==> config.mk <==
export PLATFORM = sky130hd
export DESIGN_NAME = plab5_mcore_line2word_trans
export DESIGN_NICKNAME = d
export VERILOG_FILES = /design/src/rtl/plab5_mcore_line2word_trans.sv
export SDC_FILE = /design/constraint.sdc
export NUM_CORES = 1
export LEC_CHECK = 0
export CORE_AREA = 4 4 174 176
export DETAILED_ROUTE_END_ITERATION = 6
export DIE_AREA = 0 0 178 180
export GPL_ROUTABILITY_DRIVEN = 0
export GPL_TIMING_DRIVEN = 0
export PLACE_DENSITY = 0.78
export SLEW_MARGIN = 20
export SYNTH_ARGS = -nofsm -noshare
export SYNTH_HDL_FRONTEND = slang
export SYNTH_SLANG_ARGS = --single-unit
==> constraint.sdc <==
create_clock -name clk_i -period 4.69 [get_ports clk_i]
set_input_delay 0.469 -clock clk_i [delete_from_list [all_inputs] [get_ports clk_i]]
set_output_delay 0.469 -clock clk_i [all_outputs]
set_load 0.02 [all_outputs]
==> src/rtl/plab5_mcore_line2word_trans.sv <==
// Line-to-word memory translator: splits each 16-byte line request into four
// word requests on a narrow port and reassembles the word responses into one line response.

`ifndef VC_MEM_MSGS_V
`define VC_MEM_MSGS_V
`define VC_MEM_LEN_NB(d_) $clog2((d_)/8)
`define VC_MEM_REQ_MSG_NBITS(o_,a_,d_) (3+(o_)+(a_)+`VC_MEM_LEN_NB(d_)+(d_))
`define VC_MEM_REQ_MSG_DATA_FIELD(o_,a_,d_) ((d_)-1):0
`define VC_MEM_REQ_MSG_LEN_FIELD(o_,a_,d_) ((d_)+`VC_MEM_LEN_NB(d_)-1):(d_)
`define VC_MEM_REQ_MSG_ADDR_FIELD(o_,a_,d_) ((d_)+`VC_MEM_LEN_NB(d_)+(a_)-1):((d_)+`VC_MEM_LEN_NB(d_))
`define VC_MEM_REQ_MSG_OPAQUE_FIELD(o_,a_,d_) ((d_)+`VC_MEM_LEN_NB(d_)+(a_)+(o_)-1):((d_)+`VC_MEM_LEN_NB(d_)+(a_))
`define VC_MEM_REQ_MSG_TYPE_FIELD(o_,a_,d_) ((d_)+`VC_MEM_LEN_NB(d_)+(a_)+(o_)+2):((d_)+`VC_MEM_LEN_NB(d_)+(a_)+(o_))
`define VC_MEM_RESP_MSG_NBITS(o_,d_) (3+(o_)+`VC_MEM_LEN_NB(d_)+(d_))
`define VC_MEM_RESP_MSG_DATA_FIELD(o_,d_) ((d_)-1):0
`define VC_MEM_RESP_MSG_LEN_FIELD(o_,d_) ((d_)+`VC_MEM_LEN_NB(d_)-1):(d_)
`define VC_MEM_RESP_MSG_OPAQUE_FIELD(o_,d_) ((d_)+`VC_MEM_LEN_NB(d_)+(o_)-1):((d_)+`VC_MEM_LEN_NB(d_))
`define VC_MEM_RESP_MSG_TYPE_FIELD(o_,d_) ((d_)+`VC_MEM_LEN_NB(d_)+(o_)+2):((d_)+`VC_MEM_LEN_NB(d_)+(o_))
`endif

module plab5_mcore_line2word_trans #(
  parameter int opaque_nbits    = 8,
  parameter int addr_nbits      = 32,
  parameter int proc_data_nbits = 32,
  parameter int mem_data_nbits  = 128,
  localparam int WREQ_NB  = `VC_MEM_REQ_MSG_NBITS(opaque_nbits, addr_nbits, mem_data_nbits),
  localparam int WRESP_NB = `VC_MEM_RESP_MSG_NBITS(opaque_nbits, mem_data_nbits),
  localparam int NREQ_NB  = `VC_MEM_REQ_MSG_NBITS(opaque_nbits, addr_nbits, proc_data_nbits),
  localparam int NRESP_NB = `VC_MEM_RESP_MSG_NBITS(opaque_nbits, proc_data_nbits)
) (
  input  logic                clk_i,
  input  logic                reset_i,
  input  logic                wreq_val_i,
  output logic                wreq_rdy_o,
  input  logic [WREQ_NB-1:0]  wreq_msg_i,
  output logic                wresp_val_o,
  input  logic                wresp_rdy_i,
  output logic [WRESP_NB-1:0] wresp_msg_o,
  output logic                nreq_val_o,
  input  logic                nreq_rdy_i,
  output logic [NREQ_NB-1:0]  nreq_msg_o,
  input  logic                nresp_val_i,
  output logic                nresp_rdy_o,
  input  logic [NRESP_NB-1:0] nresp_msg_i
);

  localparam int O  = opaque_nbits;
  localparam int A  = addr_nbits;
  localparam int PD = proc_data_nbits;
  localparam int MD = mem_data_nbits;
  localparam int LB = `VC_MEM_LEN_NB(MD);

  typedef enum logic [1:0] {IDLE, NREQ, NWAIT, WRESP} state_e;

  state_e          state_q, state_d;
  logic [1:0]      beat_q, beat_d;
  logic [2:0]      type_q, type_d;
  logic [O-1:0]    opq_q, opq_d;
  logic [A-1:0]    addr_q, addr_d;
  logic [MD-1:0]   wdata_q, wdata_d;
  logic [MD-1:0]   buf_q, buf_d;

  logic [A-1:0]    w_addr;
  logic            is_wr;
  logic            unused_bits;

  assign w_addr = wreq_msg_i[`VC_MEM_REQ_MSG_ADDR_FIELD(O, A, MD)];
  // Only a write (type 1) carries data; every other type assembles like a read.
  assign is_wr  = (type_q == 3'd1);

  // Wide len, low address bits and narrow response type/opaque/len carry no information here.
  assign unused_bits = ^{wreq_msg_i[`VC_MEM_REQ_MSG_LEN_FIELD(O, A, MD)], w_addr[LB-1:0],
                         nresp_msg_i[`VC_MEM_RESP_MSG_TYPE_FIELD(O, PD)],
                         nresp_msg_i[`VC_MEM_RESP_MSG_OPAQUE_FIELD(O, PD)],
                         nresp_msg_i[`VC_MEM_RESP_MSG_LEN_FIELD(O, PD)]};

  assign wreq_rdy_o  = (state_q == IDLE);
  assign nreq_val_o  = (state_q == NREQ);
  assign nresp_rdy_o = (state_q == NWAIT);
  assign wresp_val_o = (state_q == WRESP);

  always_comb begin
    state_d = state_q;
    beat_d  = beat_q;
    type_d  = type_q;
    opq_d   = opq_q;
    addr_d  = addr_q;
    wdata_d = wdata_q;
    buf_d   = buf_q;
    case (state_q)
      IDLE: if (wreq_val_i) begin
        type_d  = wreq_msg_i[`VC_MEM_REQ_MSG_TYPE_FIELD(O, A, MD)];
        opq_d   = wreq_msg_i[`VC_MEM_REQ_MSG_OPAQUE_FIELD(O, A, MD)];
        addr_d  = {w_addr[A-1:LB], {LB{1'b0}}};
        wdata_d = wreq_msg_i[`VC_MEM_REQ_MSG_DATA_FIELD(O, A, MD)];
        beat_d  = 2'd0;
        state_d = NREQ;
      end
      NREQ: if (nreq_rdy_i) state_d = NWAIT;
      NWAIT: if (nresp_val_i) begin
        buf_d[int'(beat_q)*PD +: PD] = nresp_msg_i[`VC_MEM_RESP_MSG_DATA_FIELD(O, PD)];
        if (beat_q == 2'd3) begin
          state_d = WRESP;
        end else begin
          beat_d  = beat_q + 2'd1;
          state_d = NREQ;
        end
      end
      WRESP: if (wresp_rdy_i) state_d = IDLE;
      default: state_d = IDLE;
    endcase
  end

  always_ff @(posedge clk_i or negedge reset_i) begin
    if (!reset_i) begin
      state_q <= IDLE;
      beat_q  <= '0;
      type_q  <= '0;
      opq_q   <= '0;
      addr_q  <= '0;
      wdata_q <= '0;
      buf_q   <= '0;
    end else begin
      state_q <= state_d;
      beat_q  <= beat_d;
      type_q  <= type_d;
      opq_q   <= opq_d;
      addr_q  <= addr_d;
      wdata_q <= wdata_d;
      buf_q   <= buf_d;
    end
  end

  // Messages are pure functions of latched state, so they hold steady under back-pressure.
  always_comb begin
    nreq_msg_o = '0;
    nreq_msg_o[`VC_MEM_REQ_MSG_TYPE_FIELD(O, A, PD)]   = type_q;
    nreq_msg_o[`VC_MEM_REQ_MSG_OPAQUE_FIELD(O, A, PD)] = opq_q;
    nreq_msg_o[`VC_MEM_REQ_MSG_ADDR_FIELD(O, A, PD)]   = addr_q + A'(beat_q) * A'(PD/8);
    nreq_msg_o[`VC_MEM_REQ_MSG_DATA_FIELD(O, A, PD)]   = is_wr ? wdata_q[int'(beat_q)*PD +: PD] : '0;
  end

  always_comb begin
    wresp_msg_o = '0;
    wresp_msg_o[`VC_MEM_RESP_MSG_TYPE_FIELD(O, MD)]   = type_q;
    wresp_msg_o[`VC_MEM_RESP_MSG_OPAQUE_FIELD(O, MD)] = opq_q;
    wresp_msg_o[`VC_MEM_RESP_MSG_DATA_FIELD(O, MD)]   = is_wr ? '0 : buf_q;
  end

endmodule

; ---- Word level (Yosys, flattened, before mapping)
; Index checks and enable logic that the tools add are counted.
[op_classes]
eq_ne = 10
add_sub_neg = 3
n_mux = 13
reduce_logical = 6
n_shift = 3
[ops]
columns = op, count
row1 = 128-bit bitwise mux, 1
row2 = 128-bit 2-to-1 mux, 1
row3 = "32-bit by 33-bit variable shift with 128-bit output, first input constant", 1
row4 = 128-bit by 8-bit indexed part select with 32-bit output, 1
row5 = 32-bit by 33-bit indexed part select with 128-bit output, 1
row6 = 7-bit negator with 33-bit output, 1
row7 = 32-bit by 4-bit adder with 32-bit output, 1
row8 = 32-bit 2-to-1 mux, 1
row9 = 2-bit 2-to-1 mux, 8
row10 = 2-bit one-hot mux with 4 select lines, 1
row11 = 4-bit AND reduction, 2
row12 = "2-bit == test, second input constant", 3
row13 = "2-bit != test, second input constant", 3
row14 = "2-bit by 1-bit != test with 1-bit output, second input constant", 2
row15 = 2-bit one-hot mux with 2 select lines, 1
row16 = 2-bit AND reduction, 2
row17 = "3-bit by 1-bit == test with 1-bit output, second input constant", 1
row18 = "2-bit by 1-bit adder with 2-bit output, second input constant", 1
row19 = "2-bit by 1-bit == test with 1-bit output, second input constant", 1
row20 = 2-bit logical NOT, 1
row21 = 2-bit nonzero test, 1
[word_totals]
ff_bits = 299
elab_cells = 42
out_inout_bits = 224
input_bits = 226

; ---- Depth between registers and ports, before layout
[depth]
word_depth = 4
ltp_mapped = 9

; ---- Worst setup path before layout
; No wires, ideal clock.
[synth_timing]
path_kind = reg-to-reg
from = register beat_q[0]
to = register buf_q[101]
arrival_time_ps = 2361
path_buffers = 3
period_less_slack_ps = 2426
stages_incl_launch_ff = 9
setup_ps = 65
path_slack_ps = 2264
cell_sequence = dfrtp_1 > buf_4 > buf_2 > inv_1 > ha_1 > nand2b_1 > nor4_4 > buf_4 > a22o_1
[synth_between]
elab_chain_len = 3
word_cells_on_any_way = 4
[synth_lines]
columns = item, line_no
row1 = start: declaration, 55  ; logic [1:0] beat_q, beat_d;
row2 = start signal: assignment, 124  ; beat_q <= beat_d;
row3 = 7-bit negator with 33-bit output (*), 100  ; buf_d[int'(beat_q)*PD +: PD] = nresp_msg_i[`VC_MEM_RESP_MSG_DATA_FIELD(O, PD)];
row4 = 32-bit by 33-bit indexed part select with 128-bit output or 32-bit by 33-bit variable shift with 128-bit output (tied branches), 100
row5 = 128-bit bitwise mux (*), 100
row6 = end signal: assignment, 129  ; buf_q <= buf_d;
row7 = end: declaration, 60  ; logic [MD-1:0] buf_q, buf_d;
; Every way passes the cells marked *; elsewhere a longest branch is shown, timed or not.
; A chain may end at the register's enable or synchronous reset.

; ---- Worst setup path in the final report
[layout_timing]
from = register type_q[2]
to = output port nreq_msg_o[17]
[layout_between]
elab_chain_len = 2
[layout_lines]
columns = item, line_no
row1 = start: declaration, 56  ; logic [2:0] type_q, type_d;
row2 = start signal: assignment, 125  ; type_q <= type_d;
row3 = 3-bit by 1-bit == test with 1-bit output, 68  ; assign is_wr = (type_q == 3'd1);
row4 = 32-bit 2-to-1 mux, 139  ; nreq_msg_o[`VC_MEM_REQ_MSG_DATA_FIELD(O, A, PD)] = is_wr ? wdata_q[int'(beat_q)*PD +: PD] : '0;
row5 = end: declaration, 40  ; output logic [NREQ_NB-1:0] nreq_msg_o,
; No other way between the ends.

==> flow_summary_export.csv <==
group,metric,value,unit
clocking,cts.path.max_buffers,3,
timing,drv_slew,0,
global_route,antenna_found_initial,8,
yosys,ys_top_cells_by_area,"dfrtp_1 (56%), a22o_1 (8.4%), mux2_2 (7.1%)",
detailed_routing,drt_wl_total,40800,µm
yosys,synth_most_common_cell,"dfrtp_1",
floorplanning,num_io_pins,450,
critical_path,worstSetupPathType,"flop to output port",
critical_path,worstSetupStartpointType,"flop",
timing,clock_skew,11.12,ps
worst_hold_path,hold_start,"nresp_val_i",
clocking,cts.clk_slew.worst_paths,60,ps
global_route,grt_use_total,0.2516,
global_route,grt_pass1_vias,10530,
clocking,insertion_delay,500,ps
yosys,yosysTopAreaCell,"dfrtp_1",
floorplanning,die_h,180,µm
critical_path,timing.rr.end,"buf_q[53]$_DFFE_PN0P_",
finish,nets,1618,
timing,setup_ws,870.6,ps
detailed_routing,dr.first_iter.drc_count,508,
yosys,synth_cell_types,32,
clocking,cts_tree,"done",
yosys,synth_seq_cells,299,
critical_path,r2r.worst_path.cells,7,
finish,drive_gt1_frac,0.2167,
clocking,cts_sinks,299,
detailed_routing,vias,9656,
power_and_ir_drop,peakVddDrop,0.3587,mV
clocking,postCtsSetupBuffers,0,
timing,period_needed,3819,ps
critical_path,path_max_fanout,10,
finish,area_delta_synth_final,44.63,%
yosys,syn_inst,921,
worst_hold_path,min_to,"state_q[0]$_DFFE_PN0P_",
yosys,avgSynthCellArea,14.59,µm²
floorplanning,dieArea,32040,µm²
yosys,synth_area,13440,µm²
critical_path,end_kind,"output port",
finish,finalInstanceArea,19430,µm²
worst_hold_path,hold_depth,3,
timing,setup-violations-final,0,
yosys,ys_warn_count,0,
yosys,synth_commonest_cells,"dfrtp_1 (299), nor2b_1 (130), a22o_1 (129), mux2_2 (85), mux2_4 (60)",
yosys,ys_seq_area_frac,0.5568,
critical_path,rr_startpoint,"beat_q[0]$_DFFE_PN0P_",
clocking,root_buffer,"clkbuf_16",
yosys,async_flop_share,1.000,
yosys,ys.flop_type,"dfrtp_1",
worst_hold_path,min_path_type,"input port to flop",
floorplanning,start_util,0.4694,
clocking,cts_buffers,34,
power_and_ir_drop,power_density,592.7,nW/µm²
detailed_routing,drtAntennaViolNets,0,
power_and_ir_drop,leakage,8.558,nW
flow_run,cap_violations,0,
timing,fmax,0.2618,GHz
floorplanning,core,28630,µm²
floorplanning,die_w,178,µm
timing,tightestPinTransition,982.3,ps
timing,hold_viol,0,
global_route,grt_max_degree,100,
detailed_routing,wl_per_cell,22.63,µm
floorplanning,fp-row-count,62,
timing,fin_crit_sh,0.8144,
global_route,overflow,0,
timing,rsz0062_at_grt,"no",
yosys,yosys.area.top_type_share,0.5568,
placed_design,io_buffers,419,
critical_path,crit_arrival,3350,ps
detailed_routing,viasPerCell,5.356,
detailed_routing,drc,0,
critical_path,required,4220,ps
clocking,htreeDepth,2,
critical_path,rrSetupSlack,1690,ps
yosys,synth-edff-count,0,
detailed_routing,dr.pass1.iters,5,
placed_design,dp_hpwl,30430,µm
global_route,grt_pass1_wl,62160,µm
placed_design,placed_area,18230,µm²
timing,maxSlewHeadroom,0.3401,
run_status,status,"complete, no violations",
placed_design,place_ws,1322,ps
==> critical path, stage by stage, from the launching register on <==
cell and delay (ps):
dfrtp_1 470, nor3b_2 600, buf_2 440, clkbuf_1 440, and2_1 260, clkdlybuf4s50_1 620
==> state kept, by name, summed over array words and instances (netlist names) <==
signal / flops
addr_q: 28
type_q: 3
state_q: 2
opq_q: 8
beat_q: 2
wdata_q: 128
buf_q: 128
==> cell families after synthesis <==
group,after synthesis,synth area share
flip-flops,299,0.5568
other,1,0.0002791
AND/OR/NAND/NOR,186,0.09489
buffers and inverters,94,0.04488
multiplexers,200,0.2111
AO/OA/AOI/OAI,136,0.08735
adder cells (fa/ha/maj),5,0.004656
==> power breakdown <==
| part | switching [mW] | internal (mW) | leakage (nW) |
|---|---|---|---|
| sequential | 0.531 | 3.50 | 3.79 |
| clock | 1.04 | 1.70 | 0.590 |
| combinational | 2.10 | 2.65 | 4.17 |
| total | 3.67 | 7.84 | 8.56 |
==> worst max path at each step <==
stage	depth (start not counted)	to	startpoint	slack, ps
global placement	1	addr_q[31]$_DFFE_PN0P_	reset_i	-9690
CTS	5	nreq_msg_o[17]	type_q[2]$_DFFE_PN0P_	760
detailed placement	5	nreq_msg_o[17]	type_q[2]$_DFFE_PN0P_	1320
global route	5	nreq_msg_o[0]	type_q[2]$_DFFE_PN0P_	690
floorplan	8	buf_q[101]$_DFFE_PN0P_	beat_q[0]$_DFFE_PN0P_	2260
finish	5	nreq_msg_o[17]	type_q[2]$_DFFE_PN0P_	870
==> metal layers <==
layer  up-vias  track usage  share of wire
li1       4226            -              -
met1      4894       0.3004           0.38
met2       453       0.4251           0.49
met3        79      0.08340          0.099
met4         4      0.08942          0.032
met5         -            0        0.00054
==> cell type report <==
type / count / area (µm²)
diodes: 7 / 17.52
plain buffers: 90 / 588.1
clock buffers: 52 / 1082
clock inverters: 9 / 98.84
fillers: 2050 / 9191
inverters: 4 / 15.01
multi-input cells: 535 / 5378
flip-flops and latches: 299 / 7482
well taps: 384 / 480.5
repair buffers: 423 / 4292
==> placed cells by master, fill, tap and decap left out, drive strengths merged <==
cell,Yosys,final
mux2i,1,1
mux4,32,32
inv,4,4
buf,58,62
conb,1,8
ha,5,5
nand4b,4,4
or3b,1,1
diode,0,7
nor2,3,3
nor4,3,3
nor4b,1,1
nand2b,1,1
dfrtp,299,299
mux2,167,167
a22o,129,129
o211ai,1,1
o22a,1,1
clkdlybuf4s50,0,418
and2,34,34
nor3b,1,1
o21ai,4,4
nor2b,130,130
clkinv,0,7
bufinv,0,2
o21bai,1,1
nor3,2,2
clkbuf,32,84
dlygate4sd3,0,1
nand3,1,1
nand2,5,5
==> stage by stage <==
stage | setup TNS (ps) | hold WS (ps) | power, mW | utilization | std cells
finish | 0 | 324.4 | 11.52 | 0.6789 | 1803
global route | 0 | 343.5 | 12.11 | 0.6789 | 1803
CTS | 0 | 303.9 | 11.62 | 0.6783 | 1796
detailed placement | 0 | 406.1 | 8.847 | 0.6367 | 1734
global placement | -2888360 | 464.2 | 8.715 | 0.6336 | 1731
floorplan | 0 | 173.4 | 6.923 | - | 928
==> what timing repair did <==
item,CTS,global route
endpoints found under the hold margin,46,0
gates resized for setup,0,0
hold buffers,1,0
Power figures use the tool's default switching activity.
